**src/rtl/mult_div_unit.sv**
```systemverilog
// mult_div_unit
//   Iterative HI/LO multiply/divide unit. MULT/MULTU use 32-step shift-add
//   on operand magnitudes; DIV/DIVU use 32-step restoring division. The sign
//   of the result is fixed combinationally on the final iteration, so the
//   result lands on the 32nd enabled edge after the accept edge. MTHI/MTLO
//   write HI/LO directly in one edge.
//
// Ports
//   clk         rising-edge clock
//   reset       synchronous, active-high; wins over clk_enable and start
//   clk_enable  0 freezes all state and outputs
//   start       request strobe, sampled with op/operand_a/operand_b
//   op          000 MULT, 001 MULTU, 010 DIV, 011 DIVU, 100 MTHI, 101 MTLO
//   operand_a   rs: multiplicand / dividend / MTHI-MTLO data
//   operand_b   rt: multiplier / divisor
//   busy        iterative operation in progress
//   done        one enabled-cycle pulse when HI/LO take a mul/div result
//   hi, lo      architectural HI and LO
//
// state   | meaning
// IDLE    | no operation in flight, accepts start
// MUL_RUN | shift-add multiply iterations
// DIV_RUN | restoring divide iterations
// FIX     | combinational only: sign correction + HI/LO write, then IDLE
module mult_div_unit (
    input  logic        clk,
    input  logic        reset,
    input  logic        clk_enable,
    input  logic        start,
    input  logic [2:0]  op,
    input  logic [31:0] operand_a,
    input  logic [31:0] operand_b,
    output logic        busy,
    output logic        done,
    output logic [31:0] hi,
    output logic [31:0] lo
);

    typedef enum logic [1:0] {IDLE, MUL_RUN, DIV_RUN, FIX} state_t;

    localparam logic [2:0] OP_MULT  = 3'b000;
    localparam logic [2:0] OP_MULTU = 3'b001;
    localparam logic [2:0] OP_DIV   = 3'b010;
    localparam logic [2:0] OP_DIVU  = 3'b011;
    localparam logic [2:0] OP_MTHI  = 3'b100;
    localparam logic [2:0] OP_MTLO  = 3'b101;

    state_t      state, state_nxt;
    logic [5:0]  cnt, cnt_nxt;
    logic [31:0] w_hi, w_hi_nxt;      // product high half / partial remainder
    logic [31:0] w_lo, w_lo_nxt;      // multiplier bits / dividend-quotient
    logic [31:0] opnd, opnd_nxt;      // multiplicand or divisor magnitude
    logic        neg_main, neg_main_nxt;  // negate product or quotient
    logic        neg_rem, neg_rem_nxt;    // negate remainder (dividend sign)
    logic        div_zero, div_zero_nxt;
    logic [31:0] hi_nxt, lo_nxt;
    logic        done_nxt;

    // one iteration of each algorithm, evaluated from the current work regs
    logic [32:0] mul_sum;
    logic [31:0] mul_hi, mul_lo;
    logic [32:0] div_part;
    logic [33:0] div_diff;
    logic [31:0] div_rem, div_quo;

    logic        is_signed;
    logic [31:0] mag_a, mag_b;
    logic [63:0] prod, prod_fix;

    always_comb begin
        mul_sum = {1'b0, w_hi} + (w_lo[0] ? {1'b0, opnd} : 33'd0);
        mul_hi  = mul_sum[32:1];
        mul_lo  = {mul_sum[0], w_lo[31:1]};

        div_part = {w_hi, w_lo[31]};
        div_diff = {1'b0, div_part} - {2'b00, opnd};
        if (div_diff[33]) begin
            div_rem = div_part[31:0];
            div_quo = {w_lo[30:0], 1'b0};
        end else begin
            div_rem = div_diff[31:0];
            div_quo = {w_lo[30:0], 1'b1};
        end

        prod     = {mul_hi, mul_lo};
        prod_fix = neg_main ? (64'd0 - prod) : prod;
    end

    // MULT and DIV both work on magnitudes; 0x80000000 stays 0x80000000,
    // which is its correct unsigned magnitude.
    always_comb begin
        is_signed = (op == OP_MULT) || (op == OP_DIV);
        mag_a = (is_signed && operand_a[31]) ? (32'd0 - operand_a) : operand_a;
        mag_b = (is_signed && operand_b[31]) ? (32'd0 - operand_b) : operand_b;
    end

    always_comb begin
        state_nxt    = state;
        cnt_nxt      = cnt;
        w_hi_nxt     = w_hi;
        w_lo_nxt     = w_lo;
        opnd_nxt     = opnd;
        neg_main_nxt = neg_main;
        neg_rem_nxt  = neg_rem;
        div_zero_nxt = div_zero;
        hi_nxt       = hi;
        lo_nxt       = lo;
        done_nxt     = 1'b0;

        case (state)
            IDLE: begin
                if (start) begin
                    case (op)
                        OP_MULT, OP_MULTU, OP_DIV, OP_DIVU: begin
                            state_nxt    = op[1] ? DIV_RUN : MUL_RUN;
                            cnt_nxt      = 6'd0;
                            w_hi_nxt     = 32'd0;
                            // multiply: multiplier shifts out of w_lo;
                            // divide: dividend shifts out of w_lo
                            w_lo_nxt     = op[1] ? mag_a : mag_b;
                            opnd_nxt     = op[1] ? mag_b : mag_a;
                            neg_main_nxt = is_signed && (operand_a[31] ^ operand_b[31]);
                            neg_rem_nxt  = is_signed && operand_a[31];
                            div_zero_nxt = (operand_b == 32'd0);
                        end
                        OP_MTHI: hi_nxt = operand_a;
                        OP_MTLO: lo_nxt = operand_a;
                        default: ;
                    endcase
                end
            end
            MUL_RUN: begin
                w_hi_nxt = mul_hi;
                w_lo_nxt = mul_lo;
                cnt_nxt  = cnt + 6'd1;
                if (cnt == 6'd31)
                    state_nxt = FIX;
            end
            DIV_RUN: begin
                w_hi_nxt = div_rem;
                w_lo_nxt = div_quo;
                cnt_nxt  = cnt + 6'd1;
                if (cnt == 6'd31)
                    state_nxt = FIX;
            end
            default: state_nxt = IDLE;
        endcase

        // FIX resolves within the same edge as the last iteration.
        if (state_nxt == FIX) begin
            if (state == MUL_RUN) begin
                hi_nxt = prod_fix[63:32];
                lo_nxt = prod_fix[31:0];
            end else begin
                // divide by zero keeps the all-ones quotient unsigned; the
                // remainder path already reproduces operand_a
                lo_nxt = (neg_main && !div_zero) ? (32'd0 - div_quo) : div_quo;
                hi_nxt = neg_rem ? (32'd0 - div_rem) : div_rem;
            end
            done_nxt  = 1'b1;
            cnt_nxt   = 6'd0;
            state_nxt = IDLE;
        end
    end

    always_ff @(posedge clk) begin
        if (reset) begin
            state    <= IDLE;
            cnt      <= 6'd0;
            w_hi     <= 32'd0;
            w_lo     <= 32'd0;
            opnd     <= 32'd0;
            neg_main <= 1'b0;
            neg_rem  <= 1'b0;
            div_zero <= 1'b0;
            hi       <= 32'd0;
            lo       <= 32'd0;
            done     <= 1'b0;
        end else if (clk_enable) begin
            state    <= state_nxt;
            cnt      <= cnt_nxt;
            w_hi     <= w_hi_nxt;
            w_lo     <= w_lo_nxt;
            opnd     <= opnd_nxt;
            neg_main <= neg_main_nxt;
            neg_rem  <= neg_rem_nxt;
            div_zero <= div_zero_nxt;
            hi       <= hi_nxt;
            lo       <= lo_nxt;
            done     <= done_nxt;
        end
    end

    assign busy = (state != IDLE);

endmodule

```
**config.mk**
```make
export PLATFORM = sky130hd
export DESIGN_NAME = mult_div_unit
export DESIGN_NICKNAME = d
export VERILOG_FILES = /design/src/rtl/mult_div_unit.sv
export SDC_FILE = /design/constraint.sdc
export NUM_CORES = 1
export LEC_CHECK = 0
export ABC_AREA = 1
export CAP_MARGIN = 15
export CORE_ASPECT_RATIO = 1.5
export CORE_MARGIN = 2
export CORE_UTILIZATION = 30
export DETAILED_ROUTE_END_ITERATION = 10
export SLEW_MARGIN = 25
export SYNTH_ARGS = -nofsm -noshare
export SYNTH_HDL_FRONTEND = slang
export SYNTH_SLANG_ARGS = --single-unit
```
**constraint.sdc**
```tcl
create_clock -name clk -period 5.8 [get_ports clk]
set_input_delay 0.58 -clock clk [delete_from_list [all_inputs] [get_ports clk]]
set_output_delay 0.58 -clock clk [all_outputs]
set_load 0.005 [all_outputs]
```
==> Word-level counts from Yosys, hierarchy flattened <==
Index checks and enable logic that the tools add are counted.
{ "op_classes": {"n_addsub": 8, "eq_ne": 13, "muxes": 37, "bitwise_logic": 1, "reduce_logical": 23} }
{ "op_table": {"columns": ["op", "n"], "rows": [
  ["32-bit two-way mux", 22],
  ["32-bit one-hot mux with 3 select lines", 2],
  ["1-bit by 32-bit subtractor with 32-bit output (first input constant)", 4],
  ["64-bit two-way mux", 1],
  ["1-bit by 64-bit subtractor with 64-bit output (first input constant)", 1],
  ["33-bit by 32-bit subtractor with 34-bit output", 1],
  ["32-bit by 32-bit adder with 33-bit output", 1],
  ["32-bit zero test", 1],
  ["4-bit AND reduction", 5],
  ["6-bit two-way mux", 3],
  ["6-bit one-hot mux with 2 select lines", 1],
  ["2-bit two-way mux", 5],
  ["2-bit nonzero test", 5],
  ["6-bit by 1-bit adder with 6-bit output (second input constant)", 1],
  ["3-bit by 2-bit == test with 1-bit output (second input constant)", 2],
  ["3-bit == test (second input constant)", 2],
  ["6-bit by 5-bit == test with 1-bit output (second input constant)", 1],
  ["3-bit nonzero test", 2],
  ["2-bit == test (second input constant)", 2],
  ["1-bit logical AND", 4],
  ["2-bit one-hot mux with 2 select lines", 1],
  ["4-bit OR reduction", 1],
  ["3-bit by 1-bit == test with 1-bit output (second input constant)", 1],
  ["3-bit zero test", 1],
  ["other kinds (11)", 12]
]} }
{ "word_totals": {"ff_bits": 172, "inputBits": 71, "out_inout_bits": 66, "wordCells": 93} }

==> Logic depth before layout (Yosys ltp) <==
{ "logic_depth": {"ltp_word": 8, "mapped_depth": 29, "ltp_nobuf": 27} }

==> Worst setup path after synthesis <==
No wires, ideal clock.
{ "synth_timing": {"path_type": "register -> register", "start": "reg w_lo[0]", "end": "reg hi[25]", "setup_time_ns": 0.122, "t_arrival_ns": 3.096, "t_required_ns": 5.678, "path_slack_ns": 2.582, "path_stages_with_launch": 23, "n_path_buf": 2, "synth_period_minus_slack_ns": 3.218, "cell_sequence": "dfxtp_1 -> clkbuf_1 -> clkbuf_1 -> nand2_1 -> inv_1 -> ha_1 -> a21oi_1 -> nand2_2 -> nand2_1 -> nand3_1 -> nand3_1 -> nand2_1 -> a21oi_2 -> xor2_1 -> nand2_1 -> nor2_1 -> nand3_1 -> o21ai_0 -> nand2_1 -> o21ai_0 -> nand2_1 -> nand2_1 -> a21oi_2"} }
{ "synth_via": {"elab_chain_len": 6} }
{ "synth_lines": {"columns": ["element", "line_no", "text"], "rows": [
  ["start, declared", "51", "logic [31:0] w_lo, w_lo_nxt;"],
  ["start signal, assigned", "183", "w_lo <= w_lo_nxt;"],
  ["32-bit two-way mux *", "71", "mul_sum = {1'b0, w_hi} + (w_lo[0] ? {1'b0, opnd} : 33'd0);"],
  ["32-bit by 32-bit adder with 33-bit output *", "71", null],
  ["1-bit by 64-bit subtractor with 64-bit output", "86", "prod_fix = neg_main ? (64'd0 - prod) : prod;"],
  ["64-bit two-way mux *", "86", null],
  ["32-bit two-way mux *", "151", "if (state == MUL_RUN) begin"],
  ["32-bit two-way mux *", "150", "if (state_nxt == FIX) begin"],
  ["end signal, assigned", "188", "hi <= hi_nxt;"],
  ["end, declared", "35", "output logic [31:0] hi,"]
]} }
Mark *: on every way between the ends. The rest lies on a longest branch, timed or not.
A chain may end at the register's enable or synchronous reset.

==> Final worst setup path <==
{ "layout_timing": {"start": "reg opnd[15]", "end": "reg lo[30]"} }
{ "layout_via": {"elab_chain_len": 6} }
{ "layout_lines": {"columns": ["element", "line_no", "text"], "rows": [
  ["start, declared", "52", "logic [31:0] opnd, opnd_nxt;"],
  ["start signal, assigned", "184", "opnd <= opnd_nxt;"],
  ["33-bit by 32-bit subtractor with 34-bit output", "76", "div_diff = {1'b0, div_part} - {2'b00, opnd};"],
  ["1-bit two-way mux", "77", "if (div_diff[33]) begin"],
  ["1-bit by 32-bit subtractor with 32-bit output", "157", "lo_nxt = (neg_main && !div_zero) ? (32'd0 - div_quo) : div_quo;"],
  ["32-bit two-way mux", "157", null],
  ["32-bit two-way mux", "151", null],
  ["32-bit two-way mux", "150", null],
  ["end signal, assigned", "189", "lo <= lo_nxt;"],
  ["end, declared", "36", "output logic [31:0] lo"]
]} }
No other way between the ends.

==> impl_metrics.toml <==
[clock_tree]
holdBufCountCts = 0
worstSkewPairLatency_ns = 0.47
clockBufferDepth = 2
cts_tree = "done"
cts.repair.resized = 0
cts_root_buf = "clkbuf_16"
h-tree-depth = 4
path_clk_slew_ns = 0.07
cts_made_buffers = 17
clock-sinks = 172
post-cts-setup-buffers = 0

[pwr]
swShare_pct = 48.8
p_sw_mw = 2.49
power_frac_seq_pct = 25.6
powerDensity_nw_per_um2 = 238
p_comb_share_pct = 49.7
intPower_mw = 2.61
leakage_nw = 9.88
vdd_drop_max_uv = 200
clkPwrFrac_pct = 24.7
power_mw = 5.10

[cells_and_area]
design_area_um2 = 21400
area.growth.synth_to_final_pct = 13.5
n_antenna_cell = 0
drive_above_1_share_pct = 4.20
fillerInstances = 7159
nNetsFinal = 3543

[logic_synthesis]
synth_cell_type_count = 53
yosysWarnings = 0
yosysSeqAreaShare_pct = 18.3
synthCells = 3361
async_flop_share_pct = 0
avgSynthCellArea_um2 = 5.61
synth_flop_cell = "dfxtp_1"
synth-seq-cells = 172
synth_nets = 3509
synth_edf_count = 0
syn_area_um2 = 18900

[die]
core_region_area_um2 = 62200
ios = 137
die-area_um2 = 64900
num_rows = 112
die_width_um = 209
die_h_um = 311
start_util_pct = 30.3

[timing]
skew_ns = 0.0196
holdWs_ns = 0.475
setup_viol = 0
min_period_ns = 4.52
finalCritPeriodShare_pct = 77.9
fmax_ghz = 0.221
slew_headroom_pct = 26.6
finalSetupTns_ns = 0
rsz0062_at_grt = "false"
tightest_slew_ns = 1.09
hold_viol = 0
drv_slew = 0

[grt]
grt_pass1_vias = 21893
grt_max_degree = 94
overflow = 0
antenna_found_initial = 0
grt_usage_pct = 28.5
grt_pass1_wl_mm = 138

[worst_setup_path]
path_delay_family = "simple AND/OR/NAND/NOR gates"
timing_worst_setup_path_type = "reg -> reg"
crit_top_cell = "inv_1"
crit_path_max_fanout = 65
start_kind = "flip-flop"
cp_slowest_stage_delay_ns = 0.46
critPathBufInv = 8
required_ns = 6.13
end_kind = "flip-flop"
crit_slowest_cell = "inv_4"
arrival_ns = 4.85

[detailed_routing]
drt_iter0_markers = 2114
num_vias = 22830
drt.antenna.violating_nets = 0
wirelength_mm = 94.6
drt_first_pass_iters = 8
route.detailed.wl_per_inst_um = 22.5
drt-vias-per-instance = 5.43
post-route-drc-count = 0

[status]
outcome = "finished clean"

[worst_hold_path]
hp-class = "reg -> reg"

[flow_run]
max-cap-violations = 0

[place]
dp_hpwl_mm = 75.2
place_congestion = 1.02
place_area_um2 = 20800
io_buffers = 136
==> layout make-up <==
cell class	instances	area (um^2)	area share, %
clock inverter	9	113	0.526
inverter	430	1620	7.56
multi-input combinational	2615	13200	61.7
clock buffer	21	480	2.24
sequential	172	3450	16.1
timing repair buffer	159	1540	7.18
tap	798	998	4.66
==> synth_stat cells, types with 40 or more instances <==
library cell,count,area [um^2]
nand3_1,201,1010
ha_1,75,938
xor2_1,67,587
inv_1,418,1570
a31oi_1,81,507
o211ai_1,53,398
o21ai_0,226,1130
nor3_1,62,310
dfxtp_1,172,3440
nand2_1,1032,3870
a21oi_1,201,1010
o22ai_1,72,450
xnor2_1,40,350
nor2_1,300,1130
clkbuf_1,110,413
==> worst register-to-register path, cell delays in order (launching register included) <==
cell     delay [ns]
dfxtp_1        0.40
inv_1          0.06
ha_1           0.34
nand2_1        0.16
inv_2          0.05
a21oi_2        0.19
nand2_1        0.14
inv_1          0.11
nand2_2        0.07
nand2_2        0.20
nand2_4        0.45
inv_4          0.49
ha_1           0.31
inv_1          0.09
nor2_1         0.19
inv_1          0.10
o21ai_0        0.15
inv_1          0.08
a21oi_1        0.17
inv_1          0.07
a21oi_1        0.15
a21oi_1        0.08
o21ai_0        0.10
o21ai_0        0.10
nand2_1        0.07
a31oi_1        0.08
==> logic make-up (layout without fill, tap and decap cells) <==
family          Yosys count  count (layout)  synth area share, %
buf+inv                 574             619                 11.9
fa+ha+maj                77              77                 5.19
simple gates           1715            1715                 37.8
compound gates          716             716                 21.9
xor+xnor                107             107                 4.97
flops                   172             172                 18.3
==> power groups by stage <==
stage	Sequential [mW]	Clock (mW)	Combinational (mW)
after floorplan	1.30	0	1.62
after global placement	1.33	0	2.44
after detailed placement	1.33	0	2.44
after CTS	1.31	1.26	2.45
after global routing	1.31	1.30	2.74
final	1.31	1.26	2.53
==> layout by cell type, fill, tap and decap left out, types with 67 or more instances in the layout <==
cell type        Yosys  routed
nand2_1           1032    1031
inv_1              418     417
nor2_1             300     299
o21ai_0            226     226
nand3_1            201     201
a21oi_1            201     201
dfxtp_1            172     170
clkdlybuf4s50_1      0     134
a31oi_1             81      81
ha_1                75      74
o22ai_1             72      72
xor2_1              67      67
==> final timing paths <==
kind,startpoint,end,slack [ns],depth (start not counted)
hold reg to reg,done,done,0.48,2
hold / removal,done,done,0.48,2
setup reg to reg,opnd[15],lo[30],1.28,25
setup / recovery,opnd[15],lo[30],1.28,25
==> metrics by stage <==
stage	setup slack [ns]	utilization, %	cells
floorplan	2.58	-	3361
global placement	1.43	33.4	4174
detailed placement	1.39	33.4	4174
CTS	1.38	34.4	4204
global route	0.778	34.4	4204
finish	1.28	34.4	4204
==> per-layer routing <==
metal  routed length (um)  track usage [%]
met5                    0                0
met2                47100             51.4
met3                 4760             3.69
met4                10900             28.3
met1                31800             27.5
==> registers in the layout, indices dropped and copies added, names as in the netlist, 2 cells and up <==
| signal | cells |
|---|---|
| hi | 32 |
| lo | 32 |
| opnd | 32 |
| w_hi | 32 |
| w_lo | 32 |
| cnt | 6 |
| state | 2 |
Power figures use the tool's default switching activity.
